$ cat config.mk
export PLATFORM = sky130hd
export DESIGN_NAME = instr_encoder
export DESIGN_NICKNAME = d
export VERILOG_FILES = /design/src/rtl/ctrl_pkg.sv /design/src/rtl/instr_field_pack.sv /design/src/rtl/instr_encoder.sv
export SDC_FILE = /design/constraint.sdc
export NUM_CORES = 1
export LEC_CHECK = 0
export ABC_AREA = 1
export CAP_MARGIN = 20
export CORE_MARGIN = 2
export CORE_UTILIZATION = 45
export DETAILED_ROUTE_END_ITERATION = 10
export PLACE_DENSITY = 0.87
export SETUP_SLACK_MARGIN = 0.05
export SKIP_CTS_REPAIR_TIMING = 1
export SLEW_MARGIN = 20
export SYNTH_ARGS = -nofsm -noshare
export SYNTH_HDL_FRONTEND = slang
export SYNTH_HIERARCHICAL = 1
export SYNTH_SLANG_ARGS = --single-unit
$ cat constraint.sdc
create_clock -name clk -period 2.3 [get_ports clk]
set_input_delay 0.46 -clock clk [delete_from_list [all_inputs] [get_ports clk]]
set_output_delay 0.46 -clock clk [all_outputs]
set_load 0.02 [all_outputs]
$ cat src/rtl/ctrl_pkg.sv
// Opcodes shared with the control unit, request-kind encodings and encoder FSM states.
package ctrl_pkg;

    localparam logic [5:0] OP_RTYPE = 6'b000000;
    localparam logic [5:0] OP_ADDI  = 6'b001000;
    localparam logic [5:0] OP_ANDI  = 6'b001100;
    localparam logic [5:0] OP_ORI   = 6'b001101;
    localparam logic [5:0] OP_SW    = 6'b101011;
    localparam logic [5:0] OP_LW    = 6'b100011;
    localparam logic [5:0] OP_BEQ   = 6'b000100;

    localparam logic [2:0] KIND_RTYPE   = 3'd0;
    localparam logic [2:0] KIND_ADDI    = 3'd1;
    localparam logic [2:0] KIND_ANDI    = 3'd2;
    localparam logic [2:0] KIND_ORI     = 3'd3;
    localparam logic [2:0] KIND_SW      = 3'd4;
    localparam logic [2:0] KIND_LW      = 3'd5;
    localparam logic [2:0] KIND_BEQ     = 3'd6;
    localparam logic [2:0] KIND_ILLEGAL = 3'd7;

    typedef enum logic [1:0] {
        IDLE  = 2'd0,
        LOAD  = 2'd1,
        DRAIN = 2'd2,
        DONE  = 2'd3
    } state_t;

endpackage

$ cat src/rtl/instr_field_pack.sv
// Combinational packing of a symbolic request into a 32-bit MIPS word; zero latency, no flow control.
module instr_field_pack
    import ctrl_pkg::*;
(
    input  logic [2:0]  kind,
    input  logic [4:0]  rs,
    input  logic [4:0]  rt,
    input  logic [4:0]  rd,
    input  logic [4:0]  shamt,
    input  logic [5:0]  funct,
    input  logic [15:0] imm,
    output logic [31:0] word,
    output logic        illegal
);

    always_comb begin
        word    = '0;
        illegal = 1'b0;
        case (kind)
            KIND_RTYPE: word = {OP_RTYPE, rs, rt, rd, shamt, funct};
            KIND_ADDI:  word = {OP_ADDI, rs, rt, imm};
            KIND_ANDI:  word = {OP_ANDI, rs, rt, imm};
            KIND_ORI:   word = {OP_ORI, rs, rt, imm};
            KIND_SW:    word = {OP_SW, rs, rt, imm};
            KIND_LW:    word = {OP_LW, rs, rt, imm};
            KIND_BEQ:   word = {OP_BEQ, rs, rt, imm};
            default:    illegal = 1'b1;
        endcase
    end

endmodule

$ cat src/rtl/instr_encoder.sv
// Packs instruction requests and streams them into imem; 1-cycle latency, in_ready drops while a write stalls.
// Optional INSTR_CHECKSUM_EN adds an XOR checksum of every committed word.
module instr_encoder
    import ctrl_pkg::*;
#(
    parameter int ADDR_W    = 8,
    parameter int BASE_ADDR = 0
) (
    input  logic              clk,
    input  logic              reset,
    input  logic              start,
    input  logic              finish,
    input  logic              in_valid,
    output logic              in_ready,
    input  logic [2:0]        in_kind,
    input  logic [4:0]        in_rs,
    input  logic [4:0]        in_rt,
    input  logic [4:0]        in_rd,
    input  logic [4:0]        in_shamt,
    input  logic [5:0]        in_funct,
    input  logic [15:0]       in_imm,
    output logic              imem_we,
    input  logic              imem_ready,
    output logic [ADDR_W-1:0] imem_addr,
    output logic [31:0]       imem_wdata,
    output logic [ADDR_W:0]   count,
    output logic              full,
    output logic              done,
    output logic              err_illegal
`ifdef INSTR_CHECKSUM_EN
    ,
    output logic [31:0]       checksum
`endif
);

    localparam int DEPTH = 1 << ADDR_W;

    state_t            state, state_nxt;
    logic [ADDR_W:0]   ptr;
    logic [31:0]       packed_word;
    logic              illegal;
    logic              accept, commit, restart;

    instr_field_pack u_pack (
        .kind    (in_kind),
        .rs      (in_rs),
        .rt      (in_rt),
        .rd      (in_rd),
        .shamt   (in_shamt),
        .funct   (in_funct),
        .imm     (in_imm),
        .word    (packed_word),
        .illegal (illegal)
    );

    assign accept  = in_valid && in_ready;
    assign commit  = imem_we && imem_ready;
    assign restart = start && (state == IDLE || state == DONE);

    always_ff @(posedge clk or posedge reset) begin
        if (reset) state <= IDLE;
        else       state <= state_nxt;
    end

    always_comb begin
        state_nxt = state;
        case (state)
            IDLE:    if (start)    state_nxt = LOAD;
            LOAD:    if (finish)   state_nxt = DRAIN;
            DRAIN:   if (!imem_we) state_nxt = DONE;
            DONE:    if (start)    state_nxt = LOAD;
            default:               state_nxt = IDLE;
        endcase
    end

    always_comb begin
        in_ready = (state == LOAD) && !full && (!imem_we || imem_ready);
        done     = (state == DONE);
    end

    // Output register: a new word may replace the one committing this same cycle.
    always_ff @(posedge clk or posedge reset) begin
        if (reset) begin
            imem_we     <= 1'b0;
            imem_addr   <= ADDR_W'(BASE_ADDR);
            imem_wdata  <= '0;
            ptr         <= '0;
            count       <= '0;
            full        <= 1'b0;
            err_illegal <= 1'b0;
        end else begin
            if (commit) begin
                imem_we <= 1'b0;
                count   <= count + 1'b1;
            end
            if (restart) begin
                ptr         <= '0;
                count       <= '0;
                full        <= 1'b0;
                err_illegal <= 1'b0;
            end
            if (accept) begin
                if (illegal) begin
                    err_illegal <= 1'b1;
                end else begin
                    imem_we    <= 1'b1;
                    imem_wdata <= packed_word;
                    imem_addr  <= ADDR_W'(BASE_ADDR) + ptr[ADDR_W-1:0];
                    ptr        <= ptr + 1'b1;
                    if (ptr == (ADDR_W+1)'(DEPTH - 1)) full <= 1'b1;
                end
            end
        end
    end

`ifdef INSTR_CHECKSUM_EN
    always_ff @(posedge clk or posedge reset) begin
        if (reset)        checksum <= '0;
        else if (restart) checksum <= '0;
        else if (commit)  checksum <= checksum ^ imem_wdata;
    end
`endif

endmodule

== Word-level counts from Yosys, hierarchy flattened ==
Cells that the tools add are included.

* Add/subtract/negate cells: 2
* Equality and inequality tests: 13
* Mux-type cells: 20
* Reductions and logical operators: 16

{| class="wikitable"
|+ Operators with widths
! kind !! count
|-
| $pmux 32 s7 || 1
|-
| $mux 9 || 5
|-
| $add 9x1->9 const B || 2
|-
| $mux 1 || 10
|-
| $eq 3x3->1 const B || 3
|-
| $eq 9x8->1 const B || 1
|-
| $reduce_or 7->1 || 1
|-
| $eq 3x2->1 const B || 2
|-
| $mux 2 || 3
|-
| $pmux 2 s3 || 1
|-
| $logic_and 1x1->1 || 5
|-
| $eq 2x2->1 const B || 2
|-
| $ne 2x2->1 const B || 2
|-
| $eq 3x1->1 const B || 1
|-
| $logic_not 3->1 || 1
|-
| $reduce_and 3->1 || 1
|-
| $eq 2x1->1 const B || 1
|-
| $logic_not 1->1 || 2
|-
| $logic_not 2->1 || 1
|-
| $logic_or 1x1->1 || 2
|-
| $ne 2x1->1 const B || 1
|-
| $reduce_and 2->1 || 1
|-
| $reduce_bool 2->1 || 1
|-
| $reduce_or 2->1 || 1
|}

* Register bits: 63
* Bits of input ports: 51

== Longest topological paths before layout ==
* Word-level depth: 7
* Gate-level depth with buffers: 10
* Depth with buffers taken out: 8

== By module ==
The synthesis kept the hierarchy.

{| class="wikitable"
|+ By module, submodules not included
! module !! times used !! cells an instance !! area each (um^2) !! seq. area each (um^2)
|-
| instr_encoder || 1 || 339 || 2805.2 || 1576.5
|-
| instr_field_pack || 1 || 92 || 425.4 || 0.0
|}

== Worst setup path after synthesis ==
OpenSTA, ideal clock, no wires.

* Kind: in2reg
* Start point: input in_kind[1]
* End point: register imem_addr[1]
* Library setup time: 117 ps
* Data arrival time: 1529 ps
* Path slack: 655 ps
* Stages on the path: 9
* Cells stage by stage: nand3_2 buf_2 inv_1 inv_1 nand4_2 buf_6 buf_2 nand2_1 nand2_1

* Cells in the longest elaborated chain, start to end: 3
* Elaborated cells between the ends (all ways): 9
* Classes of those cells: 6 x eq/ne; 3 x reduce/logical

{| class="wikitable"
|+ RTL lines
! what !! RTL line !! text
|-
| from (decl) || instr_encoder.sv:15 || <nowiki>input logic [2:0] in_kind,</nowiki>
|-
| $eq 3x1->1, or another cell as far along || instr_field_pack.sv:19 || <nowiki>case (kind)</nowiki>
|-
| $reduce_or 7->1 (no source line) (*) || - ||
|-
| $reduce_and 2->1 (no source line) (*) || - ||
|-
| to (signal assigned) || instr_encoder.sv:85 || <nowiki>imem_addr <= ADDR_W'(BASE_ADDR);</nowiki>
|-
| to (signal assigned) || instr_encoder.sv:108 || <nowiki>imem_addr <= ADDR_W'(BASE_ADDR) + ptr[ADDR_W-1:0];</nowiki>
|-
| to (decl) || instr_encoder.sv:24 || <nowiki>output logic [ADDR_W-1:0] imem_addr,</nowiki>
|}

Mark *: on every way between the ends. The rest lies on a longest branch, timed or not.
A chain may end at the register's enable or synchronous reset.

== Final worst setup path ==
* Start point: register state[1]
* End point: output done

* Cells in the longest elaborated chain, start to end: 1

{| class="wikitable"
|+ RTL lines
! what !! RTL line !! text
|-
| from (decl) || instr_encoder.sv:38 || <nowiki>state_t state, state_nxt;</nowiki>
|-
| from (signal assigned) || instr_encoder.sv:62 || <nowiki>else state <= state_nxt;</nowiki>
|-
| $eq 2x2->1 || instr_encoder.sv:78 || <nowiki>done = (state == DONE);</nowiki>
|-
| to (decl) || instr_encoder.sv:28 || <nowiki>output logic done,</nowiki>
|}

No other way between the ends.

==> results_dict.tcl <==
set metrics [dict create \
    outcome "finished clean" \
    grt_pass1_wl_um 12700 \
    cts_buffer_depth 2 \
    synthSimpleGateAreaFrac 0.344 \
    drv_cap 0 \
    synth_xor_area_frac 0.00813 \
    start_util 0.470 \
    placementRows 30 \
    worstMarginPinSlew_ns 0.647 \
    drive_above_1_share 0.0591 \
    ff2ff_path_depth 7 \
    clk_latency_ns 0.34 \
    cp_max_fo 4 \
    dr_total_vias 3005 \
    power_w 0.00463 \
    antenna_found_initial 0 \
    grt_util_all_layers 0.211 \
    slowest_stage "clkdlybuf4s50_1" \
    cp-end-kind "output pin" \
    io_pins 105 \
    worstSetupPathType "flop to output pin" \
    synth_nets 488 \
    dpl.hpwl_um 5860 \
    globalplace.congestion 0.817 \
    hold_viol_final 0 \
    nNetsFinal 593 \
    layout_common_cells "nand2_1, clkdlybuf4s50_1, dfrtp_1" \
    fin_tns_setup_ns 0 \
    die_height_um 88.7 \
    holdCritPathClass "input port to async pin" \
    power.share.clock 0.184 \
    p_leak_nw 2.36 \
    drtIter0Drc 109 \
    rsz0062_at_grt "false" \
    combinationalPowerShare 0.455 \
    clkSinkCount 63 \
    utilization 0.657 \
    wl_per_cell_um 12.2 \
    post_synth_fa_ha_maj_area_fraction 0.0232 \
    fin_ws_ns 0.359 \
    r2r-end "ptr[6]$_DFF_PP0_" \
    cts.clk_slew.worst_paths_ns 0.06 \
    cp_cell_sequence "ha_1, clkdlybuf4s50_1" \
    finalCriticalPeriod_ns 1.94 \
    ys_ff_latch 63 \
    p_sw_w 0.00181 \
    p_seq_frac 0.361 \
    whs_ns 0.476 \
    synth_area_per_cell_um2 7.50 \
    drv_slew 0 \
    crit_family "buffers and inverters" \
    path_buf_inv 1 \
    ys_types 24 \
    muxShareOfSynthArea 0 \
    fin_crit_sh 0.844 \
    drt_first_pass_iters 4 \
    die_w_um 88.7 \
    worstPathArrival_ns 1.48 \
    critPathMaxStageDelay_ns 0.60 \
    slew_headroom 0.568 \
    fmax_mhz 515 \
    synth_top_family_by_area "simple AND/OR/NAND/NOR gates" \
    switching_share 0.391 \
    seq_area_frac_synth 0.488 \
    dieArea_um2 7870 \
    numPortBuffers 104 \
    intPower_w 0.00282 \
    cts.root.buffer_cell "clkbuf_8" \
    drt-total-wl_um 7780 \
    r2r_slack_ns 0.59 \
    yosys_warnings 6 \
    synth_area_um2 3230 \
    place_ws_ns 0.0871 \
    cts_tree "done" \
    grt_pass1_vias 2813 \
    synth_compound_area_frac 0.0345 \
    grt_max_degree 41 \
    grt_overflow 0 \
    worstReg2RegStart "state[0]$_DFFE_PP0P_" \
    avgViaCountPerCell 4.72 \
    coreArea_um2 6870 \
    cts_inserted_buffers 9 \
    clock-skew-final_ns 0.00979 \
    ant_nets 0 \
    peakVddDrop_uv 586 \
    area_growth_pct 39.7 \
    htreeDepth 3 \
    final_common_cell "nand2_1" \
    critPathRequiredTime_ns 1.84 \
    cp-start-kind "flop" \
    drc 0 \
    pwr_density_cell_nw_per_um2 1030 \
    synthCells 431 \
    diodes 0 \
    setup_viol 0 \
]
==> Yosys cell counts, drive strengths merged <==
master | count | area [um^2]
nand2 | 209 | 792
conb | 1 | 3.75
nor2 | 26 | 105
nor3 | 1 | 5.00
ha | 6 | 75.1
xnor2 | 1 | 8.76
nor4 | 1 | 6.26
xor2 | 2 | 17.5
dfrtp | 63 | 1580
buf | 18 | 154
nand3 | 30 | 165
inv | 46 | 173
a31oi | 1 | 6.26
a21oi | 6 | 30.0
o21ai | 15 | 75.1
nand4 | 5 | 37.5
==> final cells by class <==
class	count	area, um^2
multi-input cells	304	1330
clock buffers	12	155
fillers	571	2360
well taps	96	120
flip-flops and latches	63	1580
inverters	46	173
clock inverters	4	20.0
repair buffers	112	1140
==> sequential cells by signal (all words and copies together) (netlist names) <==
signal / cells
state: 2
imem_addr: 8
full: 1
err_illegal: 1
ptr: 9
imem_we: 1
count: 9
imem_wdata: 32
==> per-stage QoR <==
stage	cells	area, um^2
2_1_floorplan	431	3230
3_3_place_gp	621	4340
3_5_place_dp	621	4340
4_1_cts	637	4510
5_1_grt	637	4510
6_report	637	4510
==> power by group through the flow <==
stage | Combinational, W | Sequential, W | Clock [W]
after floorplan | 0.000845 | 0.00201 | 0
after global placement | 0.00206 | 0.00168 | 0
after detailed placement | 0.00213 | 0.00168 | 0
after CTS | 0.00213 | 0.00168 | 0.000869
after global routing | 0.00230 | 0.00172 | 0.000921
final | 0.00211 | 0.00167 | 0.000853
==> routing by layer <==
metal,track usage,routed length [um]
met3,0.0681,751
met4,0.0868,71
met5,0,0
met1,0.247,3100
met2,0.358,3860
==> worst max-delay path by stage <==
stage / startpoint / to / depth (start not counted)
2_1_floorplan: reset / count[0]$_DFFE_PP0P_ / 1
3_3_place_gp: imem_ready / in_ready / 4
3_5_place_dp: imem_ready / in_ready / 4
4_1_cts: state[1]$_DFFE_PP0P_ / in_ready / 5
5_1_grt: state[1]$_DFFE_PP0P_ / in_ready / 5
6_report: state[1]$_DFFE_PP0P_ / done / 2
==> kinds of logic (layout without fill, tap and decap cells) <==
family	after synthesis	count (layout)
AO/OA/AOI/OAI	22	22
XOR/XNOR	3	3
adder cells (fa/ha/maj)	6	6
buffers and inverters	64	174
flip-flops	63	63
other	1	1
AND/OR/NAND/NOR	272	272
(Power assumes the default switching activity.)
